### src/rtl/game_control_multi.sv
// Bird/wall game controller: one bird FSM, NUM_WALLS scrolling wall channels,
// frame-tick physics, LFSR gap randomisation, collision, score and hi-score.
module game_control_multi #(
  parameter int NUM_WALLS      = 3,
  parameter int X_W            = 9,
  parameter int Y_W            = 7,
  parameter int SCORE_W        = 8,
  parameter int SCREEN_W       = 160,
  parameter int SCREEN_H       = 120,
  parameter int BIRD_X         = 40,
  parameter int BIRD_Y0        = 60,
  parameter int BIRD_SZ        = 8,
  parameter int WALL_W         = 16,
  parameter int WALL_SPACING   = 60,
  parameter int WALL_SPEED     = 2,
  parameter int GAP_H          = 40,
  parameter int GAP_MIN        = 10,
  parameter int GAP_RANGE_LOG2 = 6,
  parameter int GRAVITY        = 1,
  parameter int FLAP_V         = 6,
  parameter int VMAX           = 6
) (
  input  logic                     clk,
  input  logic                     resetn,
  input  logic                     go,
  input  logic                     frame_tick,
  output logic [1:0]               state,
  output logic [Y_W-1:0]           bird_y,
  output logic [NUM_WALLS*X_W-1:0] wall_x,
  output logic [NUM_WALLS*Y_W-1:0] wall_gap,
  output logic                     collision,
  output logic [SCORE_W-1:0]       score,
  output logic [SCORE_W-1:0]       hi_score
);

  typedef enum logic [1:0] {IDLE = 2'd0, PLAY = 2'd1, DEAD = 2'd2} state_t;

  localparam logic [X_W-1:0]        SPEED_X = X_W'(WALL_SPEED);
  localparam logic [X_W-1:0]        WRAP_X  = X_W'(NUM_WALLS*WALL_SPACING - WALL_SPEED);
  localparam logic [X_W-1:0]        BX      = X_W'(BIRD_X);
  localparam logic [X_W-1:0]        BX_END  = X_W'(BIRD_X + BIRD_SZ);
  localparam logic [X_W:0]          BX_W    = (X_W+1)'(BIRD_X);
  localparam logic [X_W:0]          WW      = (X_W+1)'(WALL_W);
  localparam logic [Y_W-1:0]        GROUND  = Y_W'(SCREEN_H - BIRD_SZ);
  localparam logic [Y_W:0]          BSZ_Y   = (Y_W+1)'(BIRD_SZ);
  localparam logic [Y_W:0]          GAPH    = (Y_W+1)'(GAP_H);
  localparam logic [Y_W-1:0]        Y0      = Y_W'(BIRD_Y0);
  localparam logic [Y_W-1:0]        GMIN    = Y_W'(GAP_MIN);
  localparam logic signed [Y_W:0]   FLAP_S  = (Y_W+1)'(-FLAP_V);
  localparam logic signed [Y_W:0]   GRAV_S  = (Y_W+1)'(GRAVITY);
  localparam logic signed [Y_W:0]   VMAX_S  = (Y_W+1)'(VMAX);
  localparam logic [SCORE_W:0]      SMAX    = {1'b0, {SCORE_W{1'b1}}};

  state_t                 st, st_n;
  logic                   go_q, press, hit;
  logic                   flap_pending, flap_pending_n;
  logic signed [Y_W:0]    vel, vel_n, vel_t, vel_g;
  logic signed [Y_W+1:0]  y_sum;
  logic [Y_W-1:0]         y_t, bird_y_n;
  logic [X_W-1:0]         wx [NUM_WALLS];
  logic [X_W-1:0]         wx_n [NUM_WALLS];
  logic [X_W-1:0]         wx_t [NUM_WALLS];
  logic [Y_W-1:0]         wg [NUM_WALLS];
  logic [Y_W-1:0]         wg_n [NUM_WALLS];
  logic [Y_W-1:0]         wg_t [NUM_WALLS];
  logic [SCORE_W:0]       pass_cnt, score_sum;
  logic [SCORE_W-1:0]     score_t, score_n, hi_score_n;
  logic                   collision_n;
  logic [15:0]            lfsr, lfsr_n;

  assign press  = go & ~go_q;
  assign lfsr_n = {lfsr[14:0], lfsr[15] ^ lfsr[13] ^ lfsr[12] ^ lfsr[10]};
  assign state  = st;

  always_comb begin
    wall_x   = '0;
    wall_gap = '0;
    for (int unsigned i = 0; i < NUM_WALLS; i++) begin
      wall_x[i*X_W +: X_W]   = wx[i];
      wall_gap[i*Y_W +: Y_W] = wg[i];
    end
  end

  // Collision on the registered positions: ground, or horizontal overlap outside the gap.
  always_comb begin
    hit = (bird_y >= GROUND);
    for (int unsigned i = 0; i < NUM_WALLS; i++) begin
      if ((({1'b0, wx[i]} + WW) > BX_W) && (wx[i] < BX_END) &&
          ((bird_y < wg[i]) || (({1'b0, bird_y} + BSZ_Y) > ({1'b0, wg[i]} + GAPH))))
        hit = 1'b1;
    end
  end

  // Candidate per-tick physics; only committed when a tick is applied in PLAY.
  always_comb begin
    vel_g = vel + GRAV_S;
    if (flap_pending | press) vel_t = FLAP_S;
    else                      vel_t = (vel_g > VMAX_S) ? VMAX_S : vel_g;
    y_sum = $signed({2'b00, bird_y}) + $signed({vel_t[Y_W], vel_t});
    if (y_sum[Y_W+1])  y_t = '0;
    else if (y_sum[Y_W]) y_t = '1;
    else               y_t = y_sum[Y_W-1:0];
    pass_cnt = '0;
    for (int unsigned i = 0; i < NUM_WALLS; i++) begin
      wg_t[i] = wg[i];
      if (wx[i] >= SPEED_X) begin
        wx_t[i] = wx[i] - SPEED_X;
        if (wx[i] >= BX && wx_t[i] < BX) pass_cnt = pass_cnt + (SCORE_W+1)'(1);
      end else begin
        wx_t[i] = wx[i] + WRAP_X;
        wg_t[i] = GMIN + Y_W'(lfsr[GAP_RANGE_LOG2-1:0]);
      end
    end
    score_sum = {1'b0, score} + pass_cnt;
    score_t   = (score_sum > SMAX) ? '1 : score_sum[SCORE_W-1:0];
  end

  always_ff @(posedge clk or negedge resetn) begin
    if (!resetn) st <= IDLE;
    else         st <= st_n;
  end

  always_comb begin
    st_n = st;
    case (st)
      IDLE:    if (press) st_n = PLAY;
      PLAY:    if (hit)   st_n = DEAD;
      DEAD:    if (press) st_n = IDLE;
      default: st_n = IDLE;
    endcase
  end

  always_comb begin
    bird_y_n       = bird_y;
    vel_n          = vel;
    flap_pending_n = flap_pending;
    score_n        = score;
    hi_score_n     = hi_score;
    collision_n    = collision;
    wx_n           = wx;
    wg_n           = wg;
    case (st)
      PLAY: begin
        // A detected collision pre-empts any tick arriving in the same cycle.
        if (hit) begin
          collision_n = 1'b1;
          if (score > hi_score) hi_score_n = score;
        end else if (frame_tick) begin
          vel_n          = vel_t;
          bird_y_n       = y_t;
          wx_n           = wx_t;
          wg_n           = wg_t;
          score_n        = score_t;
          flap_pending_n = 1'b0;
        end else if (press) begin
          flap_pending_n = 1'b1;
        end
      end
      DEAD: begin
        if (press) begin
          bird_y_n       = Y0;
          vel_n          = '0;
          flap_pending_n = 1'b0;
          score_n        = '0;
          collision_n    = 1'b0;
          for (int unsigned i = 0; i < NUM_WALLS; i++) begin
            wx_n[i] = X_W'(SCREEN_W + i*WALL_SPACING);
            wg_n[i] = GMIN;
          end
        end
      end
      default: ;
    endcase
  end

  always_ff @(posedge clk or negedge resetn) begin
    if (!resetn) begin
      bird_y       <= Y0;
      vel          <= '0;
      flap_pending <= 1'b0;
      go_q         <= 1'b0;
      score        <= '0;
      hi_score     <= '0;
      collision    <= 1'b0;
      lfsr         <= 16'hACE1;
      for (int unsigned i = 0; i < NUM_WALLS; i++) begin
        wx[i] <= X_W'(SCREEN_W + i*WALL_SPACING);
        wg[i] <= GMIN;
      end
    end else begin
      bird_y       <= bird_y_n;
      vel          <= vel_n;
      flap_pending <= flap_pending_n;
      go_q         <= go;
      score        <= score_n;
      hi_score     <= hi_score_n;
      collision    <= collision_n;
      lfsr         <= lfsr_n;
      wx           <= wx_n;
      wg           <= wg_n;
    end
  end

endmodule

### config.mk
export PLATFORM = sky130hd
export DESIGN_NAME = game_control_multi
export DESIGN_NICKNAME = d
export VERILOG_FILES = /design/src/rtl/game_control_multi.sv
export SDC_FILE = /design/constraint.sdc
export NUM_CORES = 1
export LEC_CHECK = 0
export ABC_AREA = 1
export CAP_MARGIN = 40
export CORE_MARGIN = 2
export CORE_UTILIZATION = 53
export CTS_CLUSTER_SIZE = 30
export DETAILED_ROUTE_END_ITERATION = 8
export MAX_ROUTING_LAYER = met4
export PLACE_DENSITY = 0.77
export SKIP_CTS_REPAIR_TIMING = 1
export SLEW_MARGIN = 30
export SYNTH_ARGS = -nofsm -noshare
export SYNTH_HDL_FRONTEND = slang
export SYNTH_SLANG_ARGS = --single-unit
### constraint.sdc
create_clock -name clk -period 4.7 [get_ports clk]
set_input_delay 0.94 -clock clk [delete_from_list [all_inputs] [get_ports clk]]
set_output_delay 0.94 -clock clk [all_outputs]
set_load 0.01 [all_outputs]
; ---- After elaboration in Yosys (flattened, before gate mapping)
; Cells that the tools add are included.
[word_totals]
output_inout_bits = 74
rom_bits = 0
n_memories = 0
latch_bits = 0
reg_bits = 100
ramBits = 0
input_bits = 4
word_cells = 148
[op_classes]
div = 0
n_addsub = 19
mul = 0
eq_ne = 11
n_lt_le_gt_ge = 25
n_reduce_logical = 22
mux = 50
bitwise_logic = 6
shifts = 0
[ops]
columns = operator, n
row1 = $mux 27, 3
row2 = $mux 8, 8
row3 = $mux 21, 3
row4 = $mux 9, 7
row5 = $mux 7, 8
row6 = $lt 9x6->1 const B, 6
row7 = $pmux 27 s2, 1
row8 = $pmux 21 s2, 1
row9 = $gt 8x8->1, 4
row10 = $pmux 8 s2, 2
row11 = $add 9x5->10 const B, 3
row12 = $gt 10x6->1 const B, 3
row13 = $add 9x8->9 const B, 3
row14 = $ge 9x2->1 const B, 3
row15 = $ge 9x6->1 const B, 3
row16 = $sub 9x2->9 const B, 3
row17 = $add 7x6->8 const B, 3
row18 = $lt 7x7->1, 3
row19 = $add 9x1->9 const B, 2
row20 = $ne 2x2->1 const B, 8
row21 = $reduce_and 5->1, 3
row22 = $pmux 7 s2, 1
row23 = $mux 1, 10
row24 = $add 8x8->9, 1
row25 = other kinds (23), 41

; ---- Depth between registers and ports, before layout
; Gate-level depths: netlist of run 1.
[depth]
ltp_word = 17
depth_mapped = 30
depth_no_buf = 30

; ---- Worst setup path before layout of run 1
; No wires, ideal clock.
[synth_path]
path_type = reg2reg
start = register wx (netlist bit wall_x[11])
end = register score[5]
stages_incl_launch_ff = 27
setup_ns = 0.066
arrival_ns = 3.837
t_required_ns = 4.634
period_less_slack_ns = 3.903
slack_ns = 0.797
n_path_buf = 0
path_cell_list = dfstp_2 inv_1 ha_1 nand2_1 nor2_2 nor2_1 inv_1 a2111oi_0 ha_1 inv_1 o21ai_0 ha_1 nand2_1 o21ai_0 inv_1 fa_1 nor2_1 o21ai_0 nor2_1 nand2_1 nor2_1 nand2_1 inv_1 o21ai_0 inv_1 nand2_1 nand2_1
[synth_between]
elab_chain_len = 14
elab_cells_between_ends = 25
classes_between = add/sub (4) / order compare (6) / eq/ne (1) / mux (10) / reduce/logical (4)
[synth_rtl]
columns = item, line_no
row1 = "start, declared", 60  ; logic [X_W-1:0] wx [NUM_WALLS];
row2 = "start signal, assigned by index", 187  ; wx[i] <= X_W'(SCREEN_W + i*WALL_SPACING);
row3 = "start signal, assigned", 199  ; wx <= wx_n;
row4 = $sub 9x2->9, 107  ; wx_t[i] = wx[i] - SPEED_X;
row5 = $lt 9x6->1, 108  ; if (wx[i] >= BX && wx_t[i] < BX) pass_cnt = pass_cnt + (SCORE_W+1)'(1);
row6 = $logic_and 1x1->1, 108
row7 = $mux 9, 108
row8 = $mux 9, 106  ; if (wx[i] >= SPEED_X) begin
row9 = $add 9x1->9, 108
row10 = $mux 9, 108
row11 = $mux 9, 106
row12 = $add 8x9->9, 114  ; score_sum = {1'b0, score} + pass_cnt;
row13 = $gt 9x8->1, 115  ; score_t = (score_sum > SMAX) ? '1 : score_sum[SCORE_W-1:0];
row14 = $mux 8, 115
row15 = $mux 8, 148  ; end else if (frame_tick) begin
row16 = $mux 8, 145  ; if (hit) begin
row17 = $pmux 8 s2, 142  ; case (st)
row18 = "end signal, assigned", 195  ; score <= score_n;
row19 = "end, declared", 32  ; output logic [SCORE_W-1:0] score,
; Several ways; a longest one is shown, not always the timed one. The select of a mux whose other input is x is not followed.
; A chain may end at the register's enable or synchronous reset.

; ---- Final worst setup path of run 1
; Same ends and word-level chain as after synthesis.

==> results list, run 1 <==
- Outcome: completed
* Wire length of the first global-routing pass: about 28 mm
- In this run the tightest slew margin relative to its limit is 0.564.
- Of the total power, combinational logic draws 0.610.
* Multi-input gate area: a little over 4000 sq um
* Internal power: roughly 3000 uW
- In this run the worst hold path is classified as reg -> reg.
* Filler Cells Inserted: about 1200
- The congestion estimate from routability-driven global placement came to 0.863.
- Across every metal layer, demand over resource in global routing totals 0.251.
* Mean Syn Cell Area: ~7.6 sq um
- The hold violation total from the final report was 0.
- Number of antenna violations at the first check in global routing: 0
- Worst setup SP type: flip-flop
* Number of CTS-inserted buffers: 9
- Of the cells placed in the final design, the portion with a size suffix greater than 1 is 0.0824.
* Diode count: 0
- Counting every instance in the synthesized netlist gives between 900 and 1000.
- DRC viols: 0
* Worst clock skew: between 0.009 and 0.01 ns
- Number of sinks on the clock net: 97
- FF+latch count, synth: 97
- Highest metal layer with signal wires: met4
- The die covers around 15000 sq um.
- Clock tree from TritonCTS: built
- 78 I/O pins were placed.
- The routed design uses 7.89 mm of met2 wire.
* Clk_lat worst skew: around 0.35 ns
- After detailed routing, the wire length on met1 is around 8 mm.
* Core Area: between 10000 and 15000 sq um
* Part of the Yosys area used for sequential elements: 0.342
- Top-count cell post-synth: sky130_fd_sc_hd__nand2_1
- For this run, the slowest stage of the critical path takes between 0.5 and 0.6 ns.
- VDD sags by at most between 400 and 500 uV.
- Relative to the synthesized area, the layout overhead comes to 15.6%.
- Kind of end point of the critical path: flip-flop
- After detailed routing, the total wire length is between 15 and 20 mm.
* Post-synth top area share: 0.240
- Of all flip-flops after synthesis, the portion carrying an async set or reset was 1.00.
- Crit path buffers/inverters: 6
- Based on the critical path, the design can be clocked at up to ~240 MHz.
- The HPWL after detailed placement is between 10 and 15 mm.
- Once detail routing completed, the nets flagged for antenna violations numbered 0.
- After global routing the overflow that remains totals 0.
- Worst Hold Margin: between 0.3 and 0.4 ns
- Clock network fraction of design power: 0.122
- Transition at the pin with the smallest max-transition slack: roughly 0.65 ns
- Number of distinct library cells after synthesis: 46
- Setup TNS: 0 ns
- The cell that appears most often on the critical path is sky130_fd_sc_hd__inv_1.
* Number of nets in the layout: 1100
- Vertical die dimension: between 100 and 150 um
* CTS Root Cell: sky130_fd_sc_hd__clkbuf_16
- Timing analysis after detailed placement gives a worst setup slack of 0.398 ns.
- Dividing the detail-routed wire length by the instance count gives ~14 um.
* Post-route design area: around 8300 sq um
* Avg Vias per Cell: ~5.2
- Total cell area at the placement stage: 8040 sq um
* # rows: 42
- Max Transition Viols Final: 0
- By startpoint and endpoint, the worst setup path is classified as reg -> reg.
- Top cell type by total area after synthesis: sky130_fd_sc_hd__dfrtp_1
- Required time of the critical path: around 5 ns
- Total via count after detailed routing: between 6000 and 7000
- Drt first pass iters: 5
- Part of the cycle the worst path needs: 0.895
- Arrival time worst endpoint: ~4.5 ns
- Of the total power, the share spent switching nets is 0.480.
- Grouping stages by cell kind, the critical path spends the most delay in adder cells.
- Via count of the first global-routing pass: around 5800
- Setup slack closes at approximately 0.50 ns.
- In this run, synthesis inferred 0 flip-flops with an integrated enable.
- Routed met3 length: 940 um
* Deepest level of the CTS H-tree: 3
- Max-cap violations in this run came to 0.
- Entering global routing, the biggest net connects 53 pins.
- Dominant cells by area after synthesis: sky130_fd_sc_hd__dfrtp_1, sky130_fd_sc_hd__ha_1, sky130_fd_sc_hd__nand2_1
* Sequential group share of total power: 0.269
- The mapped netlist covers a little over 7000 sq um.
- Switching component of the power: ~2700 uW
- In this run the power density over the cells is 677 nW/um^2.
- Number of DRC markers in iteration 0: between 300 and 400
* Biggest fanout along the worst timing path: 6
- Leakage: roughly 0.0042 uW
- Clk pin slew, worst setup/hold paths: ~0.07 ns
* Total Power Consumption: between 5000 and 6000 uW
* Leading cell types by count after synthesis: sky130_fd_sc_hd__nand2_1, sky130_fd_sc_hd__inv_1, sky130_fd_sc_hd__ha_1, sky130_fd_sc_hd__nand3_1, sky130_fd_sc_hd__dfrtp_1
- No sink is reached through more buffers than the 2 on the longest clock path.
- Setup violations remaining at the end of the flow were counted as 0.
- RSZ-0062 raised after global routing: false
* Die width: approximately 120 um
* Crit path max-delay cell type: sky130_fd_sc_hd__dfstp_2
- Area of all sequential standard cells: approximately 2500 sq um
* Yosys warning total: 0
- Period minus WS final: ~4.2 ns
- Prevailing post-synth register cell: sky130_fd_sc_hd__dfrtp_1
* Starting Density: 0.544
- Port buffering added between 70 and 80 buffers.
- Worst reg-to-reg setup slack: between 0.4 and 0.5 ns
==> placed cells by master, fill, tap and decap left out, types with 28 or more instances in the layout <==
cell type / count
sky130_fd_sc_hd__clkdlybuf4s50_1: 73
sky130_fd_sc_hd__o21ai_0: 28
sky130_fd_sc_hd__nor2_1: 57
sky130_fd_sc_hd__dfstp_2: 28
sky130_fd_sc_hd__ha_1: 80
sky130_fd_sc_hd__nand2_1: 258
sky130_fd_sc_hd__dfrtp_1: 69
sky130_fd_sc_hd__xor2_1: 32
sky130_fd_sc_hd__a21oi_1: 54
sky130_fd_sc_hd__inv_1: 114
sky130_fd_sc_hd__nand3_1: 75
==> layout make-up <==
cell class / instances / area share
multi-input combinational: 706 / 0.494
sequential: 97 / 0.296
timing repair buffer: 81 / 0.0973
inverter: 119 / 0.0538
clock buffer: 10 / 0.0275
tap: 176 / 0.0264
clock inverter: 6 / 0.00541
==> worst paths after layout <==
path / from / to / cells after the start
min: lfsr[8]$_DFF_PN0_ / lfsr[9]$_DFF_PN0_ / 0
min reg2reg: lfsr[8]$_DFF_PN0_ / lfsr[9]$_DFF_PN0_ / 0
max: wall_x[11]$_DFFE_PN1P_ / score[5]$_DFFE_PN0P_ / 26
min in group asynchronous: resetn / wall_x[25]$_DFFE_PN0P_ / 1
max in group asynchronous: resetn / wall_x[13]$_DFFE_PN1P_ / 2
max reg2reg: wall_x[11]$_DFFE_PN1P_ / score[5]$_DFFE_PN0P_ / 26
==> power by group through the flow <==
stage,clock [uW],combinational (uW),sequential [uW]
5_1_grt,744,3950,1550
4_1_cts,702,3430,1510
2_1_floorplan,0,2510,1470
6_report,686,3440,1520
3_3_place_gp,0,3350,1510
3_5_place_dp,0,3400,1520
==> logic make-up (layout without fill, tap and decap cells) <==
logic type	after synthesis	in the layout	share of synthesized area
and+or+nand+nor	447	447	0.268
AOI/OAI and AO/OA	133	133	0.105
buffers and inverters	149	216	0.0905
adders and majority gates	82	82	0.144
xor gates and xnor gates	41	41	0.0498
DFF	97	97	0.342
other	1	3	0.000521
==> metal layers <==
| layer | up-vias | GRT usage |
|---|---|---|
| li1 | 3224 | - |
| met1 | 2822 | 0.325 |
| met2 | 157 | 0.394 |
| met3 | 24 | 0.0547 |
| met4 | 0 | 0.0807 |
| met5 | - | - |
==> registers in the layout (all words and copies together) (netlist names) <==
| signal | flops |
|---|---|
| wall_x | 24 |
| wall_gap | 21 |
| lfsr | 16 |
| hi_score | 8 |
| score | 8 |
| vel | 8 |
| bird_y | 7 |
| state | 2 |
| collision | 1 |
| flap_pending | 1 |
| go_q | 1 |
==> through the flow <==
step                      utilization  cells
final                           0.629   1195
after global routing            0.629   1195
after CTS                       0.628   1195
after global placement          0.605   1178
after floorplan                     -    952
after detailed placement        0.607   1179
Power figures use the tool's default switching activity.
==> run 2, diff against run 1 <==
--- a/config.mk
+++ b/config.mk
@@ -14,7 +14,7 @@
 export MAX_ROUTING_LAYER = met4
 export PLACE_DENSITY = 0.77
 export SKIP_CTS_REPAIR_TIMING = 1
-export SLEW_MARGIN = 30
+export SLEW_MARGIN = 15
 export SYNTH_ARGS = -nofsm -noshare
 export SYNTH_HDL_FRONTEND = slang
 export SYNTH_SLANG_ARGS = --single-unit
==> results list, run 2 (same netlist as run 1, synthesis figures left out) <==
- Leakage: roughly 0.0042 uW
- After layout, the worst setup slack is between 0.4 and 0.5 ns.
- Number of flip-flops in the largest register: 24
- The share of total power dissipated in the clock network is 0.129.
- For this block, the via count after detailed routing is 6291.
- The first global-routing pass estimated 28.8 mm of wire.
* Arrival time worst endpoint: approximately 4.5 ns
* Kind of end point of the critical path: flip-flop
- Most common cell after layout, fill and taps aside: sky130_fd_sc_hd__nand2_1
- Number of CTS-inserted buffers: 9
* CTS Root Cell: sky130_fd_sc_hd__clkbuf_16
- Via count of the first global-routing pass: ~5900
- Counting the fill cells in the layout gives about 1200.
- Required time of the critical path: 4.99 ns
- Starting Density: 0.544
- Average wire per cell in the routed design: between 10 and 15 um
* Combinational share of power: 0.606
- The tightest min-delay check is of the reg -> reg type.
- Dividing total power by cell area gives a power density of 685 nW/um^2.
- The run finished with clean final reports.
- Cell internal power was estimated by the tool at 2990 uW.
* Drt first pass iters: 5
- After detailed routing, the met3 layer carries approximately 810 um of wire.
* Fraction of layout instances using a drive strength above 1: 0.0815
- In this run the tightest slew margin relative to its limit is 0.537.
* Most frequent cells in the layout: sky130_fd_sc_hd__nand2_1, sky130_fd_sc_hd__inv_1, sky130_fd_sc_hd__ha_1
- Die width: ~120 um
* Met2 routed wirelength: roughly 8 mm
- The area growth from synthesis to layout is 15.9%.
* IO Pins: roughly 80
- Across the VDD grid, the largest voltage drop is roughly 430 uV.
- Biggest fanout along the worst timing path: 6
* Max Cap Viol: 0
- Setup repair after global routing left no endpoint under its margin.
- Counting I/O delays and the setup requirement, the final critical path takes 4.25 ns.
* Total Routed Length: around 17 mm
- Transition at the pin with the smallest max-transition slack: around 0.7 ns
- Clock-pin slew was measured on the worst setup and hold paths at 0.07 ns.
- Highest metal layer with signal wires: met4
* Largest net degree at the start of global routing: between 50 and 60
* Final count of hold timing violations: 0
- Sequential group share of total power: 0.265
* Finish-stage setup viols: 0
- Worst setup SP type: flip-flop
- Vertical die dimension: approximately 120 um
- The number of placed instances, taps included, is 1179.
- Leaving out filler cells and counting taps, the final layout contains 1195.
- Die area: around 15000 sq um
* Crit path max-delay cell type: sky130_fd_sc_hd__dfstp_2
- In this run the remaining antenna-violating nets after routing total 0.
- The region available for standard cell placement spans 13200 sq um.
- Overflow left after global routing: 0
* Worst Setup Path Type: reg -> reg
- Placement-stage worst setup slack: roughly 0.40 ns
* # rows: 42
- HPWL after DPL: around 12 mm
* Number of sinks on the clock net: 97
* Diode count: 0
- The detailed router put a total of ~7.9 mm of wire on met1.
* Number of DRC markers in iteration 0: approximately 340
- Across all hold checks on the routed design, the worst slack comes to approximately 0.35 ns.
- In this design, the stage delay of the slowest critical-path cell is roughly 0.58 ns.
* All-layer global routing usage: 0.255
- Clock latency on the worst-skew pair, taken at its later pin, is around 0.35 ns.
* Worst clock skew: around 0.012 ns
- Max Transition Viols Final: 0
* DRC viols: 0
- Number of antenna violations at the first check in global routing: 0
* Switching share of power: 0.477
* Number of nets in the layout: 1100
- Port buffering added between 70 and 80 buffers.
* CTS max path bufs: 2
* Final estimated routing congestion in global placement: 0.863
- Of the available clock period, the critical path in the final layout requires 0.905.
- Using the TritonRoute via totals, the vias-per-cell ratio works out to around 5.3.
- Switching component of the power: approximately 2700 uW
* Setup TNS: 0 ns
- The H-tree was split into 3 levels.
- TritonCTS built the clock tree.
- For this run, the top clock speed supported by timing is ~240 MHz.
-- run 2: power groups by stage --
| stage | logic, uW | clock network, uW | registers, uW |
|---|---|---|---|
| final | 3460 | 739 | 1510 |
| after CTS | 3450 | 753 | 1510 |
| after global routing | 3990 | 789 | 1550 |
| after floorplan | 2510 | 0 | 1470 |
| after detailed placement | 3410 | 0 | 1520 |
| after global placement | 3350 | 0 | 1510 |
-- run 2: critical path: cells and delay by family (launching register included) --
kind | cells | cell delay [ns]
adders and majority gates | 4 | 1.25
AOI/OAI and AO/OA | 5 | 0.81
and+or+nand+nor | 11 | 1.07
DFF | 1 | 0.58
buffers and inverters | 6 | 0.49
-- run 2: path summary, 6_finish.rpt --
path,startpoint,depth (start not counted),slack (ns),to
max in group asynchronous,resetn,2,3.59,wall_x[5]$_DFFE_PN1P_
min reg2reg,lfsr[8]$_DFF_PN0_,0,0.35,lfsr[9]$_DFF_PN0_
max reg2reg,wall_x[11]$_DFFE_PN1P_,26,0.45,score[5]$_DFFE_PN0P_
min in group asynchronous,resetn,1,0.45,vel[1]$_DFFE_PN0P_
min,lfsr[8]$_DFF_PN0_,0,0.35,lfsr[9]$_DFF_PN0_
max,wall_x[11]$_DFFE_PN1P_,26,0.45,score[5]$_DFFE_PN0P_
-- run 2: cell type report --
type                    count  area (sq um)  area share
clock buffers              10           229      0.0274
inverters                 119           448      0.0536
flip-flops and latches     97          2460       0.295
clock inverters             6          68.8     0.00824
well taps                 176           220      0.0264
repair buffers             81           811      0.0971
multi-input cells         706          4110       0.492
-- run 2: routing by layer --
metal  up-vias  track usage
met3        31       0.0368
met1      2871        0.334
met4         0       0.0814
met5         -            -
met2       164        0.411
li1       3225            -
-- run 2: metrics by stage --
step | util | cell area [sq um] | total power, uW
global route | 0.631 | 8350 | 6330
finish | 0.631 | 8350 | 5720
detailed placement | 0.607 | 8040 | 4930
CTS | 0.630 | 8340 | 5710
floorplan | - | 7210 | 3980
global placement | 0.605 | 8010 | 4870
==> run 3, diff against run 2 <==
--- a/config.mk
+++ b/config.mk
@@ -13,6 +13,7 @@
 export DETAILED_ROUTE_END_ITERATION = 8
 export MAX_ROUTING_LAYER = met4
 export PLACE_DENSITY = 0.77
+export SETUP_SLACK_MARGIN = 0.05
 export SKIP_CTS_REPAIR_TIMING = 1
 export SLEW_MARGIN = 15
 export SYNTH_ARGS = -nofsm -noshare
==> constraint.sdc (replaced) <==
create_clock -name clk -period 4.33 [get_ports clk]
set_input_delay 0.866 -clock clk [delete_from_list [all_inputs] [get_ports clk]]
set_output_delay 0.866 -clock clk [all_outputs]
set_load 0.01 [all_outputs]
==> results list, run 3 (same netlist as run 1, synthesis figures left out) <==
- Outcome: completed
- Clk_lat worst skew: roughly 0.36 ns
- The tightest min-delay check is of the reg -> reg type.
- In the finished design, the share of the clock period the worst path needs comes to 0.905.
* Final core utilization: 0.637
* All-layer global routing usage: 0.252
* Library cell appearing most often on the critical path: sky130_fd_sc_hd__inv_1
* Overflow left after global routing: 0
* VDD IR-drop max: between 300 and 400 uV
- Diode count: 0
- Placed insts: about 1200
- Die area: about 15000 sq um
- Largest net degree at the start of global routing: 56
* Kind of end point of the critical path: flip-flop
* Core Area: approximately 13000 sq um
- For this run, the detailed router's first-pass iteration total came to 5.
- In this design, the largest share of critical-path delay is due to adder cells.
- The largest single stage delay on the critical path is ~0.53 ns.
* Wire length of the first global-routing pass: between 20 and 30 mm
* Period minus WS final: 3.92 ns
- The hold violation total from the final report is 0.
* Total Routed Length: around 17 mm
- Finish-stage setup viols: 0
* Most frequent cells in the layout: sky130_fd_sc_hd__nand2_1, sky130_fd_sc_hd__inv_1, sky130_fd_sc_hd__ha_1
- During I/O placement, the number of pins put on the boundary was between 70 and 80.
- # rows: 42
- After routing, the total negative slack on setup checks comes to 0 ns.
* Number of flip-flops in the largest register: 24
* Non-filler cells in the finished layout: between 1000 and 1500
- Static timing analysis puts the maximum clock frequency at 255 MHz.
* Final estimated routing congestion in global placement: 0.883
- Die width: approximately 120 um
* RSZ-0062 raised after global routing: false
- Data on the critical path is required at its endpoint by roughly 4.6 ns.
- The detail route stage leaves a number of antenna-violating nets equal to 0.
* Area grow syn2layout: 17.1%
* Deepest level of the CTS H-tree: 3
- Clk pin slew, worst setup/hold paths: approximately 0.070 ns
- Via count of the first global-routing pass: between 5000 and 6000
- In the final layout, the share of cells above drive strength 1 is 0.0984.
- The worst setup path is launched from a flip-flop.
- On the critical path, the stage with the largest delay is an instance of sky130_fd_sc_hd__dfstp_2.
- CTS max path bufs: 2
* Number of antenna violations at the first check in global routing: 0
- Number of nets in the layout: 1107
- Max Transition Viols Final: 0
- Data arrives at the worst endpoint at 4.22 ns.
* Leakage: between 0.004 and 0.005 uW
* Biggest fanout along the worst timing path: 6
- Total via count after detailed routing: roughly 6400
- TritonCTS built the clock tree.
- Max-cap violations in this run came to 0.
- Together, buffers and inverters on the worst path number 6.
- For this configuration, the core starts out at a cell density of 0.544.
- Counting every sink on the clock net gives 97.
- DRC viols: 0
- In this run the tightest slew margin relative to its limit is 0.558.
* Vertical die dimension: 121 um
- Clock tree synthesis inserted a total of 9 buffers.
- Filler Cells Inserted: roughly 1200
- For this block, the initial DRC count from the detailed router was approximately 360.
- Dividing total power by cell area gives a power density of 748 nW/um^2.
* CTS Root Cell: sky130_fd_sc_hd__clkbuf_16
* Worst Setup Path Type: reg -> reg
* Average wire per cell in the routed design: 14.3 um
- Transition at the pin with the smallest max-transition slack: 0.661 ns
* Buffers added on ports: 74
* Worst clock skew: approximately 0.013 ns
- The library cell used most frequently in the layout, excluding fill and tap cells, is sky130_fd_sc_hd__nand2_1.
- The HPWL after detailed placement is around 12 mm.
- In the routed layout, each cell is associated on average with a via count of approximately 5.3.
## run 3: cell types whose count changed in the layout (fill, tap and decap cells not counted), moves of 2 or more
cell	before	now
sky130_fd_sc_hd__o21ai_0	28	25
sky130_fd_sc_hd__inv_6	0	4
sky130_fd_sc_hd__nor2_2	4	8
sky130_fd_sc_hd__clkinv_4	3	0
sky130_fd_sc_hd__buf_4	7	14
sky130_fd_sc_hd__dfrtp_2	0	2
sky130_fd_sc_hd__o21ai_1	18	20
sky130_fd_sc_hd__nor2_1	57	52
sky130_fd_sc_hd__dfrtp_1	69	67
## run 3: metal layers
layer  vias to the layer above  share of wire  GRT usage
met4                         0          0.021     0.0930
met5                         -              0          -
met1                      2975           0.46      0.331
met3                        25          0.046     0.0307
li1                       3245              -          -
met2                       157           0.47      0.403
## run 3: worst paths after layout
kind	start	endpoint	slack [ns]	cells past startpoint
min in group asynchronous	resetn	wall_x[23]$_DFFE_PN0P_	0.39	1
max in group asynchronous	resetn	wall_x[5]$_DFFE_PN1P_	3.28	2
worst max-delay path	wall_x[11]$_DFFE_PN1P_	score[5]$_DFFE_PN0P_	0.41	26
worst max register to register	wall_x[11]$_DFFE_PN1P_	score[5]$_DFFE_PN0P_	0.41	26
worst min-delay path	lfsr[8]$_DFF_PN0_	lfsr[9]$_DFF_PN0_	0.35	0
worst min register to register	lfsr[8]$_DFF_PN0_	lfsr[9]$_DFF_PN0_	0.35	0
## run 3: cell type report
type	instances	area (sq um)	share of cell area
clock buffers	10	229	0.0271
clock inverters	6	70.1	0.00831
flip-flops and latches	97	2460	0.292
inverters	119	448	0.0531
well taps	176	220	0.0261
multi-input cells	706	4140	0.491
repair buffers	88	863	0.102
## run 3: report_power, final
group	switching, uW	internal, uW	total [uW]
logic	2250	1640	3880
clock network	359	455	815
registers	391	1220	1610
total	3000	3310	6310
## run 3: through the flow
| stage | power, uW | hold slack, ns | worst slack, ns | cell area [sq um] |
|---|---|---|---|---|
| floorplan | 4320 | 0.331 | 0.427 | 7210 |
| global placement | 5320 | 0.335 | 0.152 | 8040 |
| detailed placement | 5390 | 0.339 | 0.0801 | 8070 |
| CTS | 6240 | 0.354 | 0.0261 | 8370 |
| global route | 6950 | 0.362 | 0.0472 | 8440 |
| finish | 6310 | 0.352 | 0.413 | 8440 |
